**config.mk**
```make
export PLATFORM = sky130hd
export DESIGN_NAME = posit_dot_sequencer
export DESIGN_NICKNAME = d
export VERILOG_FILES = /design/src/rtl/posit_pkg.sv /design/src/rtl/posit_mac_8bit.sv /design/src/rtl/posit_dot_sequencer.sv
export SDC_FILE = /design/constraint.sdc
export NUM_CORES = 1
export LEC_CHECK = 0
export CAP_MARGIN = 20
export CELL_PAD_IN_SITES_DETAIL_PLACEMENT = 0
export CELL_PAD_IN_SITES_GLOBAL_PLACEMENT = 1
export CORE_MARGIN = 4
export CORE_UTILIZATION = 49
export DETAILED_ROUTE_END_ITERATION = 8
export PLACE_DENSITY_LB_ADDON = 0.1
export SLEW_MARGIN = 20
export SYNTH_ARGS = -nofsm -noshare
export SYNTH_HDL_FRONTEND = slang
export SYNTH_SLANG_ARGS = --single-unit
```
**constraint.sdc**
```tcl
create_clock -name clk -period 30.3 [get_ports clk]
set_input_delay 4.545 -clock clk [delete_from_list [all_inputs] [get_ports clk]]
set_output_delay 4.545 -clock clk [all_outputs]
set_load 0.005 [all_outputs]
```
**src/rtl/posit_pkg.sv**
```systemverilog
// Shared posit<8,0> constants and the dot-sequencer state encoding.
package posit_pkg;

  localparam int unsigned POSIT_W = 8;
  localparam logic [POSIT_W-1:0] POSIT_ZERO = 8'h00;
  localparam logic [POSIT_W-1:0] POSIT_NAR  = 8'h80;

  typedef enum logic [1:0] {
    StIdle  = 2'd0,
    StAccum = 2'd1,
    StDone  = 2'd2
  } state_t;

endpackage

```
**src/rtl/posit_mac_8bit.sv**
```systemverilog
// Combinational fused posit<8,0> multiply-add: result = a*b + c, rounded once (RNE).
// Every posit<8,0> value is a multiple of 2^-6, so the exact sum fits a fixed-point word.
module posit_mac_8bit
  import posit_pkg::*;
(
  input  logic [POSIT_W-1:0] a,
  input  logic [POSIT_W-1:0] b,
  input  logic [POSIT_W-1:0] c,
  output logic [POSIT_W-1:0] result
);

  // Magnitude of a non-zero positive posit body, in units of 2^-6.
  function automatic logic [12:0] dec_mag(input logic [6:0] body);
    int m;
    int k;
    int nf;
    int val;
    logic run;
    logic [6:0] frac;
    m   = 0;
    run = 1'b1;
    for (int i = 6; i >= 0; i--) begin
      if (run && (body[i] == body[6])) m++;
      else run = 1'b0;
    end
    k    = body[6] ? m - 1 : -m;
    nf   = (m >= 6) ? 0 : 6 - m;
    frac = body & 7'((1 << nf) - 1);
    val  = ((1 << nf) + int'(frac)) << (k + 6 - nf);
    return 13'(val);
  endfunction

  // Round a non-zero magnitude (units of 2^-12) to a positive posit body.
  // Builds the unbounded regime+fraction bit string, then RNE on bit 7; saturates both ends.
  function automatic logic [6:0] enc_mag(input logic [27:0] mag);
    int p;
    int k;
    int rl;
    logic [63:0] fext;
    logic [63:0] regv;
    logic [63:0] s;
    logic [6:0] top;
    logic [6:0] res;
    logic up;
    p = 0;
    for (int i = 0; i < 28; i++) begin
      if (mag[i]) p = i;
    end
    k = p - 12;
    if (k >= 6) begin
      res = 7'h7F;
    end else if (k < -6) begin
      res = 7'h01;
    end else begin
      fext = {36'd0, mag} << (64 - p);
      if (k >= 0) begin
        rl   = k + 2;
        regv = ~(64'hFFFF_FFFF_FFFF_FFFF >> (k + 1));
      end else begin
        rl   = 1 - k;
        regv = 64'd1 << (63 + k);
      end
      s   = regv | (fext >> rl);
      top = s[63:57];
      up  = s[56] & ((|s[55:0]) | top[0]);
      res = top + 7'(up);
    end
    return res;
  endfunction

  logic [6:0]         ua, ub, uc;
  logic [12:0]        ma, mb, mc;
  logic [25:0]        prod;
  logic signed [27:0] sprod, sc, sum;
  logic [27:0]        mag;
  logic [6:0]         enc;

  // Decode operands, form the exact sum, then round once.
  always_comb begin
    ua    = a[7] ? (~a[6:0] + 7'd1) : a[6:0];
    ub    = b[7] ? (~b[6:0] + 7'd1) : b[6:0];
    uc    = c[7] ? (~c[6:0] + 7'd1) : c[6:0];
    ma    = (a == POSIT_ZERO) ? 13'd0 : dec_mag(ua);
    mb    = (b == POSIT_ZERO) ? 13'd0 : dec_mag(ub);
    mc    = (c == POSIT_ZERO) ? 13'd0 : dec_mag(uc);
    prod  = 26'(ma) * 26'(mb);
    sprod = (a[7] ^ b[7]) ? -$signed({2'b00, prod}) : $signed({2'b00, prod});
    sc    = c[7] ? -$signed({9'd0, mc, 6'd0}) : $signed({9'd0, mc, 6'd0});
    sum   = sprod + sc;
    mag   = sum[27] ? (~sum + 28'd1) : sum;
    enc   = (mag == 28'd0) ? 7'd0 : enc_mag(mag);
    if ((a == POSIT_NAR) || (b == POSIT_NAR) || (c == POSIT_NAR)) begin
      result = POSIT_NAR;
    end else if (mag == 28'd0) begin
      result = POSIT_ZERO;
    end else begin
      result = sum[27] ? (~{1'b0, enc} + 8'd1) : {1'b0, enc};
    end
  end

endmodule

```
**src/rtl/posit_dot_sequencer.sv**
```systemverilog
// Dot-product sequencer: takes a length command, streams operand pairs through the MAC
// against a private accumulator, and holds the result on a valid/ready output.
module posit_dot_sequencer
  import posit_pkg::*;
#(
  parameter int unsigned LEN_W = 8
) (
  input  logic               clk,
  input  logic               rst_n,
  input  logic               start,
  input  logic [LEN_W-1:0]   len,
  input  logic               in_valid,
  output logic               in_ready,
  input  logic [POSIT_W-1:0] in_a,
  input  logic [POSIT_W-1:0] in_b,
  output logic               out_valid,
  input  logic               out_ready,
  output logic [POSIT_W-1:0] out_data,
  output logic               nar_seen,
  output logic               busy
);

  state_t             state_q, state_d;
  logic [POSIT_W-1:0] acc_q, acc_d;
  logic [LEN_W-1:0]   cnt_q, cnt_d;
  logic [POSIT_W-1:0] out_data_q, out_data_d;
  logic               nar_q, nar_d;
  logic [POSIT_W-1:0] mac;
  logic               beat;
  logic               accept;

  posit_mac_8bit u_mac (
    .a      (in_a),
    .b      (in_b),
    .c      (acc_q),
    .result (mac)
  );

  // Outputs decoded from state/registers; command accept also covers the DONE handshake.
  always_comb begin
    in_ready  = (state_q == StAccum);
    out_valid = (state_q == StDone);
    busy      = (state_q != StIdle);
    out_data  = out_data_q;
    nar_seen  = nar_q;
    beat      = in_valid & in_ready;
    accept    = start & ((state_q == StIdle) | ((state_q == StDone) & out_ready));
  end

  // Next-state logic for the FSM, counter, accumulator and result register.
  always_comb begin
    state_d    = state_q;
    acc_d      = acc_q;
    cnt_d      = cnt_q;
    out_data_d = out_data_q;
    nar_d      = nar_q;
    unique case (state_q)
      StIdle, StDone: begin
        if (accept) begin
          acc_d = POSIT_ZERO;
          nar_d = 1'b0;
          cnt_d = len;
          if (len != '0) begin
            state_d = StAccum;
          end else begin
            state_d    = StDone;
            out_data_d = POSIT_ZERO;
          end
        end else if ((state_q == StDone) && out_ready) begin
          state_d = StIdle;
        end
      end
      StAccum: begin
        if (beat) begin
          acc_d = mac;
          cnt_d = cnt_q - LEN_W'(1);
          nar_d = nar_q | (in_a == POSIT_NAR) | (in_b == POSIT_NAR) | (mac == POSIT_NAR);
          if (cnt_q == LEN_W'(1)) begin
            out_data_d = mac;
            state_d    = StDone;
          end
        end
      end
      default: state_d = StIdle;
    endcase
  end

  // State register with synchronous active-low reset.
  always_ff @(posedge clk) begin
    if (!rst_n) begin
      state_q    <= StIdle;
      acc_q      <= POSIT_ZERO;
      cnt_q      <= '0;
      out_data_q <= POSIT_ZERO;
      nar_q      <= 1'b0;
    end else begin
      state_q    <= state_d;
      acc_q      <= acc_d;
      cnt_q      <= cnt_d;
      out_data_q <= out_data_d;
      nar_q      <= nar_d;
    end
  end

endmodule

```
# After elaboration in Yosys (flattened, before gate mapping)
# Index checks and enable logic that the tools add are counted.
[totals]
ff_bits = 27
in_bits = 29
out_inout_bits = 12
elab_cells = 262
[op_classes]
addsub = 52
mul = 1
n_lt_le_gt_ge = 6
n_eq_ne = 30
n_shift = 10
n_mux = 107
n_bitwise = 20
n_reduce_logical = 31
[op_table]
columns = ["op", "n"]
rows = [
  ["two-way mux 32 bit", 24],
  ["adder 32 x 2 -> 32 bit (second input constant)", 14],
  ["two-way mux 64 bit", 3],
  [">= comparator 32 x 4 -> 1 bit (second input constant)", 4],
  ["adder 32 x 4 -> 32 bit (second input constant)", 3],
  ["adder 32 x 8 -> 32 bit", 3],
  ["negation 32 bit", 3],
  ["left shift 1 x 32 -> 32 bit (first input constant)", 3],
  ["left shift 32 x 32 -> 13 bit", 3],
  ["subtractor 32 x 2 -> 32 bit (second input constant)", 3],
  ["subtractor 32 bit", 3],
  ["subtractor 4 x 32 -> 32 bit (first input constant)", 3],
  ["two-way mux 8 bit", 11],
  ["two-way mux 28 bit", 3],
  ["NOT 64 bit", 1],
  ["bitwise OR 64 bit", 1],
  ["left shift 1 x 32 -> 64 bit (first input constant)", 1],
  ["left shift 28 x 32 -> 64 bit", 1],
  ["right shift 64 x 32 -> 64 bit", 1],
  ["right shift 64 x 32 -> 64 bit (first input constant)", 1],
  ["two-way mux 5 bit", 12],
  ["OR reduction 56 bit", 1],
  ["one-hot mux 8 bit (2 select lines)", 3],
  ["two-way mux 7 bit", 6],
  ["50 further kinds", 146],
]

# Logic depth before layout (Yosys ltp)
# Gate-level depths: netlist of run 1.
[depth]
ltp_word = 81
depth_mapped = 120

# Modules after synthesis
# From an unflattened synthesis of run 1, not the netlist that was laid out.
[unflattened]
hier_cells = 4110
area_unflattened_um2 = 28300.9
[modules_own_cells]
columns = ["mod", "instances", "cells_per_inst", "area_per_inst_um2", "seq_area_each_um2"]
rows = [
  ["posit_mac_8bit", 1, 3942, 26907.1, 0.0],
  ["posit_dot_sequencer", 1, 168, 1393.8, 540.5],
]

# Worst setup path before layout of run 1
# OpenSTA, ideal clock, no wires.
[synth_timing]
path_type = "input -> register"
start = "input in_a[0]"
end = "register nar_q, in the netlist nar_seen"
t_arrival_ns = 27.704
required_ns = 30.225
setup_slack_ns = 2.521
path_stages = 106
path_buffers = 10
cell_sequence = "clkbuf_1 > inv_1 > ha_1 > nand2b_1 > o41ai_1 > xor2_1 > clkbuf_1 > nand2_1 > o22ai_1 > inv_1 > ha_1 > nand2_1 > nand2_1 > ha_1 > inv_1 > a32oi_1 > inv_1 > ha_1 > [70 not listed] > o31ai_1 > a21oi_2 > o2111ai_1 > a2111oi_1 > o311ai_1 > a2111oi_2 > a211oi_1 > a311oi_1 > nor4b_4 > nand2_1 > nand2_1 > ha_1 > nor2_1 > xnor2_1 > nor2_1 > or4_1 > a2111o_1 > o22ai_1"
[synth_via]
elab_chain_len = 81
elab_cells_between_ends = 122
cone_classes = "add/sub: 24; mul: 1; order compare: 4; eq/ne: 8; shift: 6; mux: 58; bitwise: 11; reduce/logical: 10"
[synth_rtl]
columns = ["element", "line", "source"]
rows = [
  ["start: declaration", "posit_dot_sequencer.sv:14", "input logic [POSIT_W-1:0] in_a,"],
  ["parallel branches: the longest is 78 deep, another holds adder 32 x 2 -> 32 bit", "-", ""],
  ["bitwise OR 1 bit *", "posit_dot_sequencer.sv:77", "nar_d = nar_q | (in_a == POSIT_NAR) | (in_b == POSIT_NAR) | (mac == POSIT_NAR);"],
  ["two-way mux 1 bit *", "posit_dot_sequencer.sv:74", "if (beat) begin"],
  ["one-hot mux 1 bit (2 select lines) *", "posit_dot_sequencer.sv:57", "unique case (state_q)"],
  ["end signal: assignment", "posit_dot_sequencer.sv:101", "nar_q <= nar_d;"],
  ["end: declaration", "posit_dot_sequencer.sv:27", "logic nar_q, nar_d;"],
]
# Every way passes the cells marked *. The select of a mux whose other input is x is not followed.
# A chain may end at the register's enable or synchronous reset.

# Worst setup path after layout of run 1
# Same ends and word-level chain as after synthesis.

==> results of run 1 <==
## where the power goes
group          internal [mW]  switching [mW]  leakage [nW]
Combinational          0.195           0.354          11.5
Clock                 0.0179          0.0126        0.0371
Sequential            0.0366         0.00136         0.219
Total                  0.249           0.368          11.7
## layout by cell type (no fill, tap or decap), types with 127 or more instances in the layout
cell type and count:
nor2_1 392, o21ai_0 207, buf_4 127, inv_1 260, nand2_1 368, a21oi_1 213, ha_1 238, fa_1 128
nand3_1 129, xnor2_1 135
## stage by stage
| stage | setup WS [ns] | setup TNS, ns | std cells |
|---|---|---|---|
| 2_1_floorplan | 2.521 | 0 | 3757 |
| 3_3_place_gp | 0.5310 | 0 | 4411 |
| 3_5_place_dp | -0.08211 | -0.08211 | 4411 |
| 4_1_cts | 0.1332 | 0 | 4415 |
| 5_1_grt | -0.2609 | -0.2609 | 4429 |
| 6_report | 1.125 | 0 | 4429 |
## cells by family after synthesis
kind of cell	synth area share (%)
and+or+nand+nor	27.48
other	0.02881
AOI/OAI and AO/OA	29.93
DFF	2.073
adders and majority gates	21.39
muxes	4.545
buffers and inverters	7.228
xor gates and xnor gates	7.324
## worst max path at each step
stage	from	endpoint	cells after the start
finish	in_a[0]	nar_seen	106
global route	in_a[0]	nar_seen	115
CTS	in_a[0]	nar_seen	106
detailed placement	in_a[0]	nar_seen	106
global placement	in_a[0]	nar_seen	102
floorplan	in_a[0]	nar_seen	106
## registers in the layout, indices dropped and copies added, names as in the netlist
name      cells
acc_q         8
cnt_q         8
nar_seen      1
out_data      8
state_q       2
## routing by layer
layer	part of all wire [%]	vias to the layer above	GRT usage (%)
li1	-	13680	-
met4	3.6	2	9.059
met1	42	13980	41.27
met2	47	1293	53.47
met3	6.9	234	3.196
met5	0.014	-	0
## what timing repair did
action,in CTS,in global routing
hold endpoints to repair,0,0
buffers inserted,0,13
gates resized for setup,0,67
setup endpoints to repair,0,17
## final cells by class
class                           count  area (um2)
Clock buffer                        3       75.07
Clock inverter                      1       7.507
Fill cell                        5219       24710
Inverter                          271        1026
Multi-Input combinational cell   3272       24080
Sequential cell                    27       540.5
Tap cell                          688       860.8
Timing Repair Buffer              167        1354
## critical path, delay by kind of cell
| kind | cells | cell delay, ns |
|---|---|---|
| muxes | 2 | 0.37 |
| xor gates and xnor gates | 7 | 1.74 |
| adders and majority gates | 14 | 5.02 |
| buffers and inverters | 15 | 2.52 |
| and+or+nand+nor | 33 | 7.09 |
| AOI/OAI and AO/OA | 35 | 8.02 |
==> results.json, run 1 <==
{
  "hpwl_um": 76300,
  "netlist.area_leader.share_pct": 11.57,
  "crit_slowest_cell": "xnor2_1",
  "avgRoutedWirePerCell_um": 21.39,
  "start_kind": "input port",
  "viasPerCell": 6.590,
  "min_to": "out_data[3]",
  "clock_path_buffers": 2,
  "diodes": 0,
  "required_ns": 30.49,
  "gr-total-overflow": 0,
  "rows": 84,
  "avgSynthCellArea_um2": 6.978,
  "ys_top_cells_by_count": "395 x nor2_1, 371 x nand2_1, 261 x inv_1, 241 x ha_1, 219 x a21oi_1",
  "cts-buffers-inserted": 3,
  "syn_area_um2": 26070,
  "hold_slack_ns": 0.5012,
  "min_period_ns": 29.18,
  "antenna_found_initial": 1,
  "cts_num_sinks": 27,
  "clock-root-buffer": "clkbuf_16",
  "r2r_end": "nar_seen",
  "htreeDepth": 1,
  "hp-class": "flip-flop to flip-flop",
  "finClkSkew_ns": 0.005068,
  "clkLatencyLatePin_ns": 0.26,
  "start_util_pct": 49.51,
  "yosysTopAreaCell": "ha_1",
  "fp.dieH_um": 238.7,
  "drtAntennaViolNets": 0,
  "finalHoldViolCount": 0,
  "routed-via-count": 29190,
  "synth_cells": 3736,
  "cts_tree": "built",
  "synthTopCellsByArea": "ha_1 12%, fa_1 9.8%, nor2_1 5.7%",
  "crit_type": "input port to flip-flop",
  "gp_congestion": 1.036,
  "cellLeakagePower_nw": 11.73,
  "hold_start": "out_data[3]",
  "final_net_count": 4140,
  "core_um2": 52660,
  "synth-main-ff-cell": "dfxtp_1",
  "power_density_nw_per_um2": 22.09,
  "place_area_um2": 27470,
  "grt_pass1_wl_um": 148200,
  "ios": 41,
  "fin_util_pct": 53.07,
  "r2r_setup_slack_ns": 8.72,
  "timing.fmax_ghz": 0.03428,
  "tightest_slew_ns": 1.139,
  "wl_um": 94740,
  "cts_hold_buffers": 0,
  "vdd_drop_max_uv": 56.49,
  "drt_iter0_drc": 2706,
  "die_w_um": 238.7,
  "drive_gt1_share_pct": 9.570,
  "cp.arrival_ns": 29.37,
  "slew-limit-headroom_pct": 23.10,
  "grt_max_degree": 60,
  "status": "complete, no violations",
  "route.detailed.drc": 0,
  "cp-end-kind": "flip-flop",
  "synth_cell_types": 139,
  "synth_edf_count": 0,
  "yosysMostFrequentCell": "nor2_1",
  "r2r-start": "acc_q[0]",
  "clk_pin_slew_ns": 0.07,
  "cap_violations": 0,
  "whs_path_depth": 2,
  "yosysSeqAreaShare_pct": 2.073,
  "power_mw": 0.6171,
  "syn2layout_area_growth_pct": 7.175,
  "track_usage_pct": 31.06,
  "design_area_um2": 27940,
  "worstPathMaxFanout": 12,
  "period_share_pct": 96.29,
  "first_global_vias": 27210,
  "slowest_delay_ns": 0.69,
  "ys_ff_latch": 27,
  "drt_pre_antenna_iters": 8,
  "r2r_cells": 89,
  "finalSetupViolCount": 0,
  "die_area_um2": 56960,
  "synthArstFlopShare_pct": 0,
  "slew_viol_final": 0,
  "numPortBuffers": 40,
  "yosysWarnings": 0
}
No activity file was read; power rests on OpenSTA's default activity.
==> run 2: changes to the inputs <==
- CTS_CLUSTER_DIAMETER: unset -> 30
- clock period: 30.3 -> 30.1 ns (I/O delays scaled with it)
==> run 2 against run 1 <==
- utilization rose by 0.21 points
- routed wire length about the same
- setup slack improved by 0.46 ns
==> results.json, run 2 (synthesized netlist as in run 1, its figures left out) <==
{
  "layout_commonest_cell": "nor2_1",
  "cts_num_sinks": 27,
  "cap_violations": 0,
  "hold_start": "out_data[3]",
  "power_density_nw_per_um2": 22.13,
  "power_mw": 0.6210,
  "start_kind": "input port",
  "n_fill_cell": 5227,
  "crit_type": "input port to flip-flop",
  "cellLeakagePower_nw": 11.80,
  "clock_path_buffers": 2,
  "drt_pre_antenna_iters": 6,
  "required_ns": 30.29,
  "hold_slack_ns": 0.5189,
  "r2r_setup_slack_ns": 8.70,
  "seqCellArea_um2": 540.5,
  "wl_um": 94790,
  "clkLatencyLatePin_ns": 0.26,
  "clock-root-buffer": "clkbuf_16",
  "design_area_um2": 28050,
  "slowest_delay_ns": 0.65,
  "routed-via-count": 29110,
  "avgRoutedWirePerCell_um": 21.37,
  "final_net_count": 4147,
  "ios": 41,
  "track_usage_pct": 31.27,
  "hp-class": "flip-flop to flip-flop",
  "status": "complete, no violations",
  "cp.arrival_ns": 28.70,
  "r2r_end": "nar_seen",
  "finalSetupViolCount": 0,
  "diodes": 0,
  "vdd_drop_max_uv": 68.73,
  "rows": 84,
  "tightest_slew_ns": 1.014,
  "cts_tree": "built",
  "grt_pass1_wl_um": 149000,
  "worstPathMaxFanout": 63,
  "dp_worst_setup_slack_ns": -0.2474,
  "cp-end-kind": "flip-flop",
  "die_w_um": 238.7,
  "drt_iter0_drc": 2751,
  "setup_ws_ns": 1.584,
  "cts-buffers-inserted": 3,
  "gp_congestion": 1.049,
  "finalHoldViolCount": 0,
  "critical_path.most_common_cell": "ha_1",
  "route.detailed.drc": 0,
  "htreeDepth": 1,
  "layout_common_cells": "391 x nor2_1, 369 x nand2_1, 260 x inv_1",
  "r2r_cells": 80,
  "whs_path_depth": 2,
  "gr-total-overflow": 0,
  "start_util_pct": 49.51,
  "first_global_vias": 27350,
  "place_area_um2": 27550,
  "slew-limit-headroom_pct": 31.88,
  "fp.dieH_um": 238.7,
  "antenna_found_initial": 0,
  "clk_pin_slew_ns": 0.06,
  "timing.fmax_ghz": 0.03507,
  "numPortBuffers": 40,
  "min_to": "out_data[3]",
  "core_um2": 52660,
  "multi_input_area_um2": 24130,
  "finClkSkew_ns": 0.001909,
  "drive_gt1_share_pct": 9.979,
  "die_area_um2": 56960,
  "slew_viol_final": 0,
  "r2r-start": "acc_q[0]",
  "crit_slowest_cell": "a211oi_1",
  "period_share_pct": 94.74,
  "min_period_ns": 28.52,
  "viasPerCell": 6.563,
  "syn2layout_area_growth_pct": 7.607,
  "drtAntennaViolNets": 0,
  "hpwl_um": 76090,
  "grt_max_degree": 64
}
[run 2: cell types whose count changed in the layout (fill, tap and decap cells not counted), moves of 3 or more]
cell       delta
buf_4         +4
a2111oi_1     -3
a211oi_2      +3
xor2_2        +3
a211oi_1      -3
o31ai_2       -3
[run 2: worst max-delay path by stage]
stage,cells past startpoint,slack (ns),startpoint,end
floorplan,106,2.35,in_a[0],nar_seen
global placement,101,0.43,in_a[0],nar_seen
detailed placement,100,-0.25,in_a[0],nar_seen
CTS,106,0.07,in_a[0],nar_seen
global route,99,-0.003,in_b[0],nar_seen
finish,95,1.58,in_b[0],nar_seen
[run 2: routing by layer]
metal	vias up	track usage (%)	share of wire [%]
li1	13680	-	-
met1	13930	41.69	43
met2	1281	53.99	48
met3	220	2.538	6.5
met4	0	9.499	3.4
met5	-	0	0
[run 2: timing repair]
action                     CTS  global route
setup endpoints to repair    1            17
setup buffers                0            10
pin swaps                    0             9
hold buffers                 0             0
resized for setup            2            72
cloned                       0             2
[run 2: metrics by stage]
stage | TNS [ns] | util (%) | instances
after floorplan | 0 | - | 3757
after global placement | 0 | 52.30 | 4420
after detailed placement | -0.2547 | 52.31 | 4420
after CTS | 0 | 52.48 | 4424
after global routing | -0.003187 | 53.28 | 4436
final | 0 | 53.28 | 4436
[run 2: where the power goes]
part / internal [mW] / switching [mW] / leakage (nW) / total (mW)
sequential: 0.0369 / 0.00135 / 0.219 / 0.0383
clock: 0.0179 / 0.0120 / 0.0409 / 0.0300
combinational: 0.197 / 0.356 / 11.5 / 0.553
total: 0.252 / 0.369 / 11.8 / 0.621
[run 2: area by class of cell]
cell class	instances	area share, %
Tap cell	688	3.068
Clock inverter	1	0.01784
Clock buffer	3	0.2676
Sequential cell	27	1.927
Inverter	271	3.648
Timing Repair Buffer	173	5.053
Multi-Input combinational cell	3273	86.02
[run 2: critical path: cells and delay by family]
kind | cells | cell delay [ns]
fa+ha+maj | 16 | 6.13
simple gates | 23 | 4.49
buf+inv | 11 | 2.12
xor+xnor | 4 | 0.92
mux | 4 | 1.17
compound gates | 37 | 9.30
